**src/rtl/fp16_pkg.sv**
```systemverilog
// Shared constants, quotient width and FSM state encoding for the fp16 divider.
// FP16DIV_ROUND_EN widens the quotient by one guard bit for round-to-nearest-even.
package fp16_pkg;
    localparam int         EXP_BIAS  = 15;
    localparam logic [4:0] EXP_MAX   = 5'h1F;
    localparam logic [9:0] QNAN_MANT = 10'h3FF;
`ifdef FP16DIV_ROUND_EN
    localparam int         Q_BITS    = 13;
`else
    localparam int         Q_BITS    = 12;
`endif
    typedef enum logic [1:0] {IDLE, CALC, NORM, DONE} state_t;
endpackage

```
**src/rtl/fp16_classify.sv**
```systemverilog
// Combinational fp16 operand classifier; denormals read as signed zero (DAZ).
module fp16_classify
    import fp16_pkg::*;
(
    input  logic [15:0] i_word,
    output logic        o_sign,
    output logic        o_is_zero,
    output logic        o_is_inf,
    output logic        o_is_nan,
    output logic        o_is_norm
);
    logic [4:0] w_exp;
    logic       w_mant_nz;

    assign w_exp     = i_word[14:10];
    assign w_mant_nz = |i_word[9:0];
    assign o_sign    = i_word[15];
    assign o_is_zero = (w_exp == 5'd0);
    assign o_is_inf  = (w_exp == EXP_MAX) && !w_mant_nz;
    assign o_is_nan  = (w_exp == EXP_MAX) && w_mant_nz;
    assign o_is_norm = (w_exp != 5'd0) && (w_exp != EXP_MAX);
endmodule

```
**src/rtl/fp16div.sv**
```systemverilog
// Multi-cycle fp16 divider: restoring division, one quotient bit per cycle, FTZ/DAZ.
// Default truncates (RTZ); define FP16DIV_ROUND_EN for round-to-nearest-even.
module fp16div
    import fp16_pkg::*;
#(
    parameter int EXP_BIAS = fp16_pkg::EXP_BIAS
) (
    input  logic        i_clk,
    input  logic        i_rst,
    input  logic        i_valid,
    output logic        o_ready,
    input  logic [15:0] i_a,
    input  logic [15:0] i_b,
    output logic        o_valid,
    output logic [15:0] o_res
);
    state_t              r_state;
    logic                r_ready;
    logic                r_valid;
    logic [15:0]         r_res;
    logic                r_sign;
    logic signed [6:0]   r_exp;
    logic [10:0]         r_bm;
    logic [12:0]         r_rem;
    logic [Q_BITS-1:0]   r_q;
    logic [3:0]          r_cnt;

    logic w_a_sign, w_a_zero, w_a_inf, w_a_nan, w_a_norm;
    logic w_b_sign, w_b_zero, w_b_inf, w_b_nan, w_b_norm;
    logic w_sign, w_special, w_spec_nan, w_spec_inf;
    logic [15:0]       w_spec_res;
    logic signed [6:0] w_exp_in;
    logic              w_ge;
    logic [12:0]       w_rem_sub;
    logic              w_hi;
    logic signed [6:0] w_exp_n;
    logic signed [6:0] w_exp_fin;
    logic [9:0]        w_mant;
    logic [9:0]        w_mant_fin;
    logic [15:0]       w_norm_res;
`ifdef FP16DIV_ROUND_EN
    logic              w_guard;
    logic              w_sticky;
    logic [10:0]       w_mant_rnd;
`endif

    fp16_classify u_cls_a (
        .i_word   (i_a),
        .o_sign   (w_a_sign),
        .o_is_zero(w_a_zero),
        .o_is_inf (w_a_inf),
        .o_is_nan (w_a_nan),
        .o_is_norm(w_a_norm)
    );

    fp16_classify u_cls_b (
        .i_word   (i_b),
        .o_sign   (w_b_sign),
        .o_is_zero(w_b_zero),
        .o_is_inf (w_b_inf),
        .o_is_nan (w_b_nan),
        .o_is_norm(w_b_norm)
    );

    // Priority: NaN-producing cases, then infinity, then zero.
    assign w_sign     = w_a_sign ^ w_b_sign;
    assign w_special  = !(w_a_norm && w_b_norm);
    assign w_spec_nan = w_a_nan || w_b_nan || (w_a_zero && w_b_zero) || (w_a_inf && w_b_inf);
    assign w_spec_inf = w_a_inf || w_b_zero;
    assign w_spec_res = w_spec_nan ? {w_sign, EXP_MAX, QNAN_MANT} :
                        w_spec_inf ? {w_sign, EXP_MAX, 10'h000} :
                                     {w_sign, 15'h0000};
    assign w_exp_in   = $signed({2'b00, i_a[14:10]}) - $signed({2'b00, i_b[14:10]})
                      + $signed(7'(EXP_BIAS));

    assign w_ge      = (r_rem >= {2'b00, r_bm});
    assign w_rem_sub = w_ge ? (r_rem - {2'b00, r_bm}) : r_rem;

    always_comb begin
        w_hi    = r_q[Q_BITS-1];
        w_exp_n = w_hi ? r_exp : (r_exp - 7'sd1);
        w_mant  = w_hi ? r_q[Q_BITS-2:Q_BITS-11] : r_q[Q_BITS-3:Q_BITS-12];
`ifdef FP16DIV_ROUND_EN
        w_guard    = w_hi ? r_q[1] : r_q[0];
        w_sticky   = (w_hi && r_q[0]) || (|r_rem);
        w_mant_rnd = {1'b0, w_mant} + {10'd0, w_guard && (w_sticky || w_mant[0])};
        w_mant_fin = w_mant_rnd[9:0];
        w_exp_fin  = w_exp_n + $signed({6'd0, w_mant_rnd[10]});
`else
        w_mant_fin = w_mant;
        w_exp_fin  = w_exp_n;
`endif
        if (w_exp_fin >= 7'sd31) begin
            w_norm_res = {r_sign, EXP_MAX, 10'h000};
        end else if (w_exp_fin <= 7'sd0) begin
            w_norm_res = {r_sign, 15'h0000};
        end else begin
            w_norm_res = {r_sign, w_exp_fin[4:0], w_mant_fin};
        end
    end

    always_ff @(posedge i_clk) begin
        if (i_rst) begin
            r_state <= IDLE;
            r_ready <= 1'b1;
            r_valid <= 1'b0;
            r_res   <= 16'h0000;
            r_sign  <= 1'b0;
            r_exp   <= '0;
            r_bm    <= '0;
            r_rem   <= '0;
            r_q     <= '0;
            r_cnt   <= '0;
        end else begin
            r_valid <= 1'b0;
            case (r_state)
                IDLE: begin
                    if (i_valid) begin
                        r_ready <= 1'b0;
                        r_sign  <= w_sign;
                        if (w_special) begin
                            r_res   <= w_spec_res;
                            r_valid <= 1'b1;
                            r_state <= DONE;
                        end else begin
                            r_exp   <= w_exp_in;
                            r_rem   <= {2'b01, i_a[9:0], 1'b0} >> 1;
                            r_bm    <= {1'b1, i_b[9:0]};
                            r_q     <= '0;
                            r_cnt   <= '0;
                            r_state <= CALC;
                        end
                    end
                end
                CALC: begin
                    // Partial remainder stays below 2*divisor, so the shift never overflows.
                    r_q   <= {r_q[Q_BITS-2:0], w_ge};
                    r_rem <= {w_rem_sub[11:0], 1'b0};
                    r_cnt <= r_cnt + 4'd1;
                    if (r_cnt == 4'(Q_BITS - 1)) begin
                        r_state <= NORM;
                    end
                end
                NORM: begin
                    r_res   <= w_norm_res;
                    r_valid <= 1'b1;
                    r_state <= DONE;
                end
                DONE: begin
                    r_state <= IDLE;
                    r_ready <= 1'b1;
                end
                default: begin
                    r_state <= IDLE;
                    r_ready <= 1'b1;
                end
            endcase
        end
    end

    assign o_ready = r_ready;
    assign o_valid = r_valid;
    assign o_res   = r_res;
endmodule

```
**config.mk**
```make
export PLATFORM = sky130hd
export DESIGN_NAME = fp16div
export DESIGN_NICKNAME = d
export VERILOG_FILES = /design/src/rtl/fp16_pkg.sv /design/src/rtl/fp16_classify.sv /design/src/rtl/fp16div.sv
export SDC_FILE = /design/constraint.sdc
export NUM_CORES = 1
export LEC_CHECK = 0
export CAP_MARGIN = 20
export CORE_MARGIN = 1.5
export CORE_UTILIZATION = 30
export CTS_CLUSTER_SIZE = 12
export DETAILED_ROUTE_END_ITERATION = 10
export PLACE_DENSITY = 0.51
export SLEW_MARGIN = 25
export SYNTH_ARGS = -nofsm -noshare
export SYNTH_HDL_FRONTEND = slang
export SYNTH_SLANG_ARGS = --single-unit
export TNS_END_PERCENT = 30
```
**constraint.sdc**
```tcl
create_clock -name i_clk -period 6.5 [get_ports i_clk]
set_input_delay 0.65 -clock i_clk [delete_from_list [all_inputs] [get_ports i_clk]]
set_output_delay 0.65 -clock i_clk [all_outputs]
set_load 0.005 [all_outputs]
```
==> results, run 1 <==
- The total negative slack for setup checks is 0 ps.
- Entering global routing, the biggest net connects 70 pins.
- The number of enable flip-flop cells after synthesis is 0.
- Setup slack on the worst reg-to-reg path comes out at about 3800 ps.
- The die covers around 0.015 mm².
- After synthesis the netlist holds a flip-flop and latch count of 68.
- The area taken by flip-flops and latches is 0.00136 mm².
- The maximum root-to-sink buffer count is 2.
- After floorplanning, the core was divided into 44 placement rows.
- At the end of the flow, the number of nets in the layout was around 650.
- The worst hold endpoint is r_bm[6].
- The number of ports placed on the die boundary is 53.
- The fill cell total of the finished layout is 1549.
- For this run, asynchronously set or reset flops after synthesis account for 0.
- The core region area is between 0.01 and 0.015 mm².
- In this run the most critical hold path is launched from r_bm[6].
- The number of antenna violations at the first check in global routing is 0.
- The post-synthesis instance total is 549.
- The minimum period implied by the final worst setup slack is 2960 ps.
- Summed over all instances, the cell type with the most area after synthesis is dfxtp_1.
- The path class of the tightest hold or removal check is reg -> reg.
- The worst hold path passes through 2 cells.
- The hold violation count in the final report is 0.
- The number of nets in the synthesized netlist is 609.
- The run finished with clean final reports.
- Sorting the synthesized cells by how often they occur yields dfxtp_1, nand2_1, nor2_1.
- Yosys attributes the largest share of cell area to dfxtp_1, ha_1, nand2_1.
- The number of clock sinks is 68.
- The HPWL after detailed placement is 8.64 mm.
- The endpoint identified for the worst register-to-register timing path is r_rem[6].
- The number of vias in the routed layout is 4103.
- During synthesis, Yosys emitted a total of 0 warnings.
- The total standard cell area after synthesis is 0.00439 mm².
- The clock slew at the register clock pins of the worst setup and hold paths is 50 ps.
- Once placement finished, the instance area stood at between 0.005 and 0.006 mm².
- The repair_antennas step left the layout with diodes totalling 0.
- The CTS H-tree depth is 3.
- The worst pin sits at a relative slew slack of 0.420.
- The number of design rule violations left after detail routing is 0.
- In this run the horizontal extent of the chip is around 120 µm.
- The quantity of I/O buffers inserted on ports is 52.
- The clock latency on the worst-skew pair is 330 ps.
- The startpoint identified for the worst register-to-register timing path is r_bm[6].
- The number of gates resized after CTS was 0.
- The starting density of the core is 0.304.
- The routed via count divided by cell count is 5.29.
- Max-cap violations in this run came to 0.
- For this design the static power due to leakage is around 1.9 nW.
- The worst setup path is launched from a primary input.
- Wires add up to 11.6 mm.
- The power density over cell area is 484 mW/mm².
- The fraction of post-synthesis cell area in the top cell type by area is 0.310.
- Summing all non-filler instances in the final layout gives an area of 0.00532 mm².
- For this block, the initial DRC count from the detailed router was 272.
- Between clock sinks in the finished design, the worst skew comes to 6.55 ps.
- The overall global routing resource usage is 0.156.
- IR analysis of the VDD net gives a maximum drop of between 0.15 and 0.2 mV.
- The mean post-synth cell area is 7.99 µm².
- The setup slack after layout is 3540 ps.
- Timing analysis after detailed placement gives a worst setup slack of 3230 ps.
- STA classifies the critical path endpoint as a register.
- TritonCTS created 9 clock buffers.
- The number of global-route vias before repair is 3830.
- In this run the remaining antenna-violating nets after routing total 0.
- TritonCTS built the clock tree.
- In the final routed layout, each cell accounts on average for around 15 µm.
- The final-layout worst hold slack is 458 ps.
- The number of hold-repair buffers added at the cts stage is 0.
- The synthesis-to-finish area growth is 21.2%.
- The transition time at the pin with the least slew margin is 868 ps.
- The area of combinational cells with multiple inputs is roughly 0.0028 mm².
- The first detailed-routing pass ran for 5 iterations.
- The cell depth of the worst flop-to-flop path is 8.
- The first-pass GRT wire length is 18.9 mm.
- The final number of setup-violating endpoints is 0.
- The most frequent cell after synthesis is dfxtp_1.
- The total count of max-transition violations in the final report was 0.
- For the worst setup path, the data required time is between 6000 and 7000 ps.
- Total power for the finished layout comes to 2.58 mW.
- Counting distinct cell types in the post-synthesis netlist gives 73.
- In this run the post-CTS setup repair buffer count came out at 0.
- The vertical die dimension is 124 µm.
- For this run, the register share of the synthesized area comes to 0.310.
- The final period utilization is 0.456.
- Global routing finished with a remaining overflow of 0.
- The most used flip-flop cell after synthesis is dfxtp_1.
- Setup repair after global routing left no endpoint under its margin.
- For the worst setup path, the data arrival time is 3200 ps.
- The final RePlAce weighted congestion is roughly 0.84.
- The largest fanout on the critical path is 17.
- The library cell used as clock root buffer is clkbuf_16.
- The share of cells above drive strength 1 is 0.0897.
- The critical path is of the in -> reg type.
- Based on the critical path, the design can be clocked at up to approximately 0.34 GHz.
where the power goes:
| group | switching (mW) | internal [mW] | leakage, nW |
|---|---|---|---|
| Clock | 0.186 | 0.299 | 0.150 |
| Combinational | 0.884 | 0.601 | 1.23 |
| Sequential | 0.0906 | 0.516 | 0.555 |
cell type report:
type / instances / area share
Multi-Input combinational cell: 421 / 0.520
Sequential cell: 68 / 0.256
Timing Repair Buffer: 56 / 0.103
Tap cell: 184 / 0.0433
Clock buffer: 9 / 0.0424
Inverter: 30 / 0.0212
Clock inverter: 7 / 0.0141
sequential cells by signal, summed over array words and instances, names as in the netlist:
register  cells
o_res        16
r_rem        13
r_q          12
r_bm         11
r_exp         7
r_cnt         4
r_state       2
o_ready       1
o_valid       1
r_sign        1
layer usage:
layer  share of wire  vias up  wire [µm]  global-route usage
li1                -     2070          -                   -
met1            0.50     1954       5830               0.216
met2            0.45       74       5220               0.248
met3           0.040        5        462              0.0311
met4          0.0062        0         72              0.0419
met5               0        -          0                   0
worst max-delay path by stage:
stage / startpoint / end / slack [ps] / depth (start not counted)
final: i_a[11] / r_rem[10] / 3540 / 7
after detailed placement: i_a[11] / r_rem[10] / 3230 / 7
after global routing: i_a[11] / r_rem[10] / 3360 / 7
after CTS: i_a[11] / r_rem[10] / 3550 / 7
after floorplan: i_a[10] / r_exp[5] / 4040 / 10
after global placement: i_a[11] / r_rem[7] / 3360 / 7
critical path, stage by stage:
cell and delay (ps):
clkdlybuf4s50_1 560, or4_1 140, nor2_1 60, nor4_2 630, nand2_1 590, or3_1 470
o211ai_1 100
cell usage in the layout (no fill, tap or decap), drive strengths merged, types with 10 or more instances in the layout:
master / Yosys / routed
a211oi: 22 / 22
clkdlybuf4s50: 0 / 51
a21oi: 48 / 48
o21ai: 17 / 17
inv: 30 / 31
nor3: 10 / 10
mux2: 11 / 11
nor2: 51 / 51
nand3: 38 / 38
nand2: 65 / 65
ha: 23 / 23
dfxtp: 68 / 68
xnor2: 10 / 10
per-stage QoR:
step           utilization  cells
2_1_floorplan            -    549
3_3_place_gp         0.348    759
3_5_place_dp         0.348    759
4_1_cts              0.369    775
5_1_grt              0.369    775
6_report             0.369    775
cells by family (layout without fill, tap and decap cells):
group,Yosys count,in the layout,synth area share
muxes,15,15,0.0374
and+or+nand+nor,217,217,0.245
adders and majority gates,25,25,0.0747
buffers and inverters,60,102,0.0590
DFF,68,68,0.310
xor gates and xnor gates,14,14,0.0280
AOI/OAI and AO/OA,150,150,0.246
No activity file was read; power rests on OpenSTA's default activity.
==> inputs of run 2 (changes only) <==
--- a/config.mk
+++ b/config.mk
@@ -10,7 +10,7 @@
 export CORE_UTILIZATION = 30
 export CTS_CLUSTER_SIZE = 12
 export DETAILED_ROUTE_END_ITERATION = 10
-export PLACE_DENSITY = 0.51
+export PLACE_DENSITY = 0.53
 export SLEW_MARGIN = 25
 export SYNTH_ARGS = -nofsm -noshare
 export SYNTH_HDL_FRONTEND = slang
==> constraint.sdc (replaced) <==
create_clock -name i_clk -period 2.4 [get_ports i_clk]
set_input_delay 0.24 -clock i_clk [delete_from_list [all_inputs] [get_ports i_clk]]
set_output_delay 0.24 -clock i_clk [all_outputs]
set_load 0.005 [all_outputs]
==> results, run 2 (synthesis results as in run 1) <==
- The run finished with clean final reports.
- The multi-input combinational cells in the finished layout cover a total of roughly 0.0029 mm².
- The total clock buffers created by CTS is 9.
- The quantity of I/O buffers inserted on ports is 52.
- Using the TritonRoute via totals, the vias-per-cell ratio works out to between 5 and 6.
- The H-tree generated during clock tree synthesis spans 3 levels.
- The die extent in x is 124 µm.
- The diode insertion count for antenna repair is 0.
- The number of routed nets with antenna violations is 0.
- The HPWL reported at the end of detailed placement is slightly above 9 mm.
- The hold violation count in the final report came to 0.
- The total count of max-transition violations in the final report came to 0.
- The clock slew at the register clock pins of the worst setup and hold paths is 60 ps.
- In this run the static leakage power is 2.23 nW.
- With fillers left out, the area of the finished cells amounts to between 0.005 and 0.006 mm².
- The number of ports placed on the die boundary is 53.
- The flip-flop count of the largest register, all copies and words added is 16.
- Along the worst path, the maximum fanout reaches 10.
- The first global-routing pass estimated 19.4 mm of wire.
- The worst hold endpoint is r_bm[3].
- The floorplan has 44 rows.
- After the last flow step, the layout net total stands at 696.
- The number of vias in the routed layout is ~4300.
- The signal on the critical path passes through inv_1, ha_1, nand2_1, o41a_4, and3_4, or3_1, a311oi_2.
- The vertical die dimension is 124 µm.
- The initial DRC count is around 230.
- Before antenna repair, the detailed router went through 5 iterations.
- The critical path crosses 7 cells after its start point.
- Across all register-to-register paths, the minimum setup slack is 50 ps.
- The share of cells above drive strength 1 is 0.186.
- The overall global routing resource usage is 0.159.
- Clock latency on the worst-skew pair, taken at its later pin, is 330 ps.
- The critical path is of the reg -> reg type.
- The setup slack after placement is -156 ps.
- The startpoint identified for the worst hold timing path is r_bm[3].
- For this run, the slowest stage of the critical path takes roughly 550 ps.
- Subtracting the final worst setup slack from the clock period gives approximately 2300 ps.
- The tightest min-delay check is of the reg -> reg type.
- At the pin with the least slew margin, the transition time is 838 ps.
- The average wire length per cell after detail routing is approximately 14 µm.
- The power density over cell area is ~1400 mW/mm².
- The number of global-route vias before repair is between 4000 and 5000.
- The initial utilization of the core area, before any placement, comes to 0.304.
- The longest clock path from root to sink contains 2 buffers.
- The startpoint identified for the worst register-to-register timing path is r_bm[6].
- The critical path data required time is 2640 ps.
- The number of design rule violations left after detail routing is 0.
- The core region area is 0.0144 mm².
- The element type at the critical path end is a register.
- The largest vdd supply drop is 0.522 mV.
- The layout has 1456 filler cells.
- The clock arrives with 5.15 ps of skew.
- The number of antenna violations at the first check in global routing is 0.
- Grouping stages by cell kind, the critical path spends the most delay in compound AO/OA/AOI/OAI gates.
- The endpoint of the most critical register-to-register path is r_rem[1].
- STA puts the critical path data arrival time at 2580 ps.
- In the final timing run, aggregate negative setup slack is 0 ps.
- The post-CTS setup buffer count is 0.
- Max-cap violations in this run came to 0.
- The worst pin sits at a relative slew slack of 0.441.
- The remaining global-route overflow is 0.
- Along the worst hold path, the cell count comes to 2.
- The final RePlAce weighted congestion is between 0.8 and 0.9.
- For this design, the sink count on the clock tree is 68.
- Setup repair after global routing could not meet its margin everywhere.
- The number of cells on the worst reg-to-reg path is 7.
- Setup violations remaining at the end of the flow were counted as 0.
- The floorplan step defined a die boundary enclosing 0.0154 mm².
- The post-place instance area is 0.00543 mm².
- The standard cell with the maximum stage delay on the critical path is o41a_4.
- The count of buffering cells on the critical path with inverters included is 1.
- The tightest hold path in the finished design has a slack of 456 ps.
- The root buffer cell chosen for the clock tree is clkbuf_16.
- The completed layout was analyzed and its total power is roughly 8.1 mW.
- The most frequent standard cell in the layout excluding fill and tap cells is dfxtp_1.
- Across the whole layout, storage elements account for 0.00136 mm².
- TritonCTS built the clock tree.
- Once routing completed, OpenROAD measured the worst setup slack at 54.3 ps.
- The routed design has 11.9 mm of wire.
- Leaving out fill and tap cells, the most frequent cells in the layout are dfxtp_1, nand2_1, clkdlybuf4s50_1, buf_4, nor2_1.
- Relative to the synthesized area, the layout overhead comes to 34.0%.
- The pin count of the biggest net entering global routing is 45.
- The type of origin of the critical path is a register.
- Static timing analysis puts the maximum clock frequency at ~0.43 GHz.
- The final period utilization is 0.977.
-- run 2: cell count changes in the layout (fill, tap and decap cells not counted), sizes merged --
cell      previous run  this run
buf                  5        55
clkinv               5         1
bufinv               1         3
clkbuf               9        10
clkinvlp             0         1
-- run 2: worst max-delay path by stage --
| stage | startpoint | to | slack, ps |
|---|---|---|---|
| final | r_bm[6] | r_rem[1] | 50 |
| after global routing | r_bm[6] | r_rem[3] | -40 |
| after global placement | i_a[10] | r_exp[5] | -90 |
| after detailed placement | i_a[10] | r_exp[5] | -160 |
| after floorplan | r_bm[10] | r_rem[1] | 100 |
| after CTS | r_bm[10] | r_rem[11] | -6 |
-- run 2: worst reg2reg max path, delay by kind of cell, from the launching register on --
kind                       cells  cell delay (ps)
adders and majority gates      1              370
AOI/OAI and AO/OA              2              750
buffers and inverters          1               60
and+or+nand+nor                3              740
DFF                            1              330
-- run 2: timing repair --
action / 4_1_cts / 5_1_grt
pin swaps: 1 / 4
hold buffers: 0 / 0
setup endpoints to repair: 4 / 27
resized for setup: 4 / 19
-- run 2: per-layer routing --
| metal | track usage | share of wire |
|---|---|---|
| met1 | 0.219 | 0.48 |
| met2 | 0.260 | 0.46 |
| met3 | 0.0266 | 0.049 |
| met4 | 0.0362 | 0.011 |
| met5 | 0 | 0 |
-- run 2: per-stage QoR --
| stage | std cells | utilization |
|---|---|---|
| final | 825 | 0.408 |
| after CTS | 825 | 0.401 |
| after floorplan | 549 | - |
| after global placement | 809 | 0.376 |
| after global routing | 825 | 0.408 |
| after detailed placement | 809 | 0.376 |
-- run 2: where the power goes --
part / total (mW) / switching (mW) / internal, mW
clock network: 1.51 / 0.491 / 1.02
logic: 4.94 / 2.61 / 2.33
registers: 1.65 / 0.247 / 1.40
total: 8.09 / 3.35 / 4.74
-- run 2: layout make-up --
| cell class | instances | area share |
|---|---|---|
| tap | 184 | 0.0392 |
| sequential | 68 | 0.232 |
| inverter | 30 | 0.0192 |
| multi-input combinational | 421 | 0.489 |
| clock inverter | 6 | 0.0189 |
| clock buffer | 10 | 0.0390 |
| timing repair buffer | 106 | 0.163 |
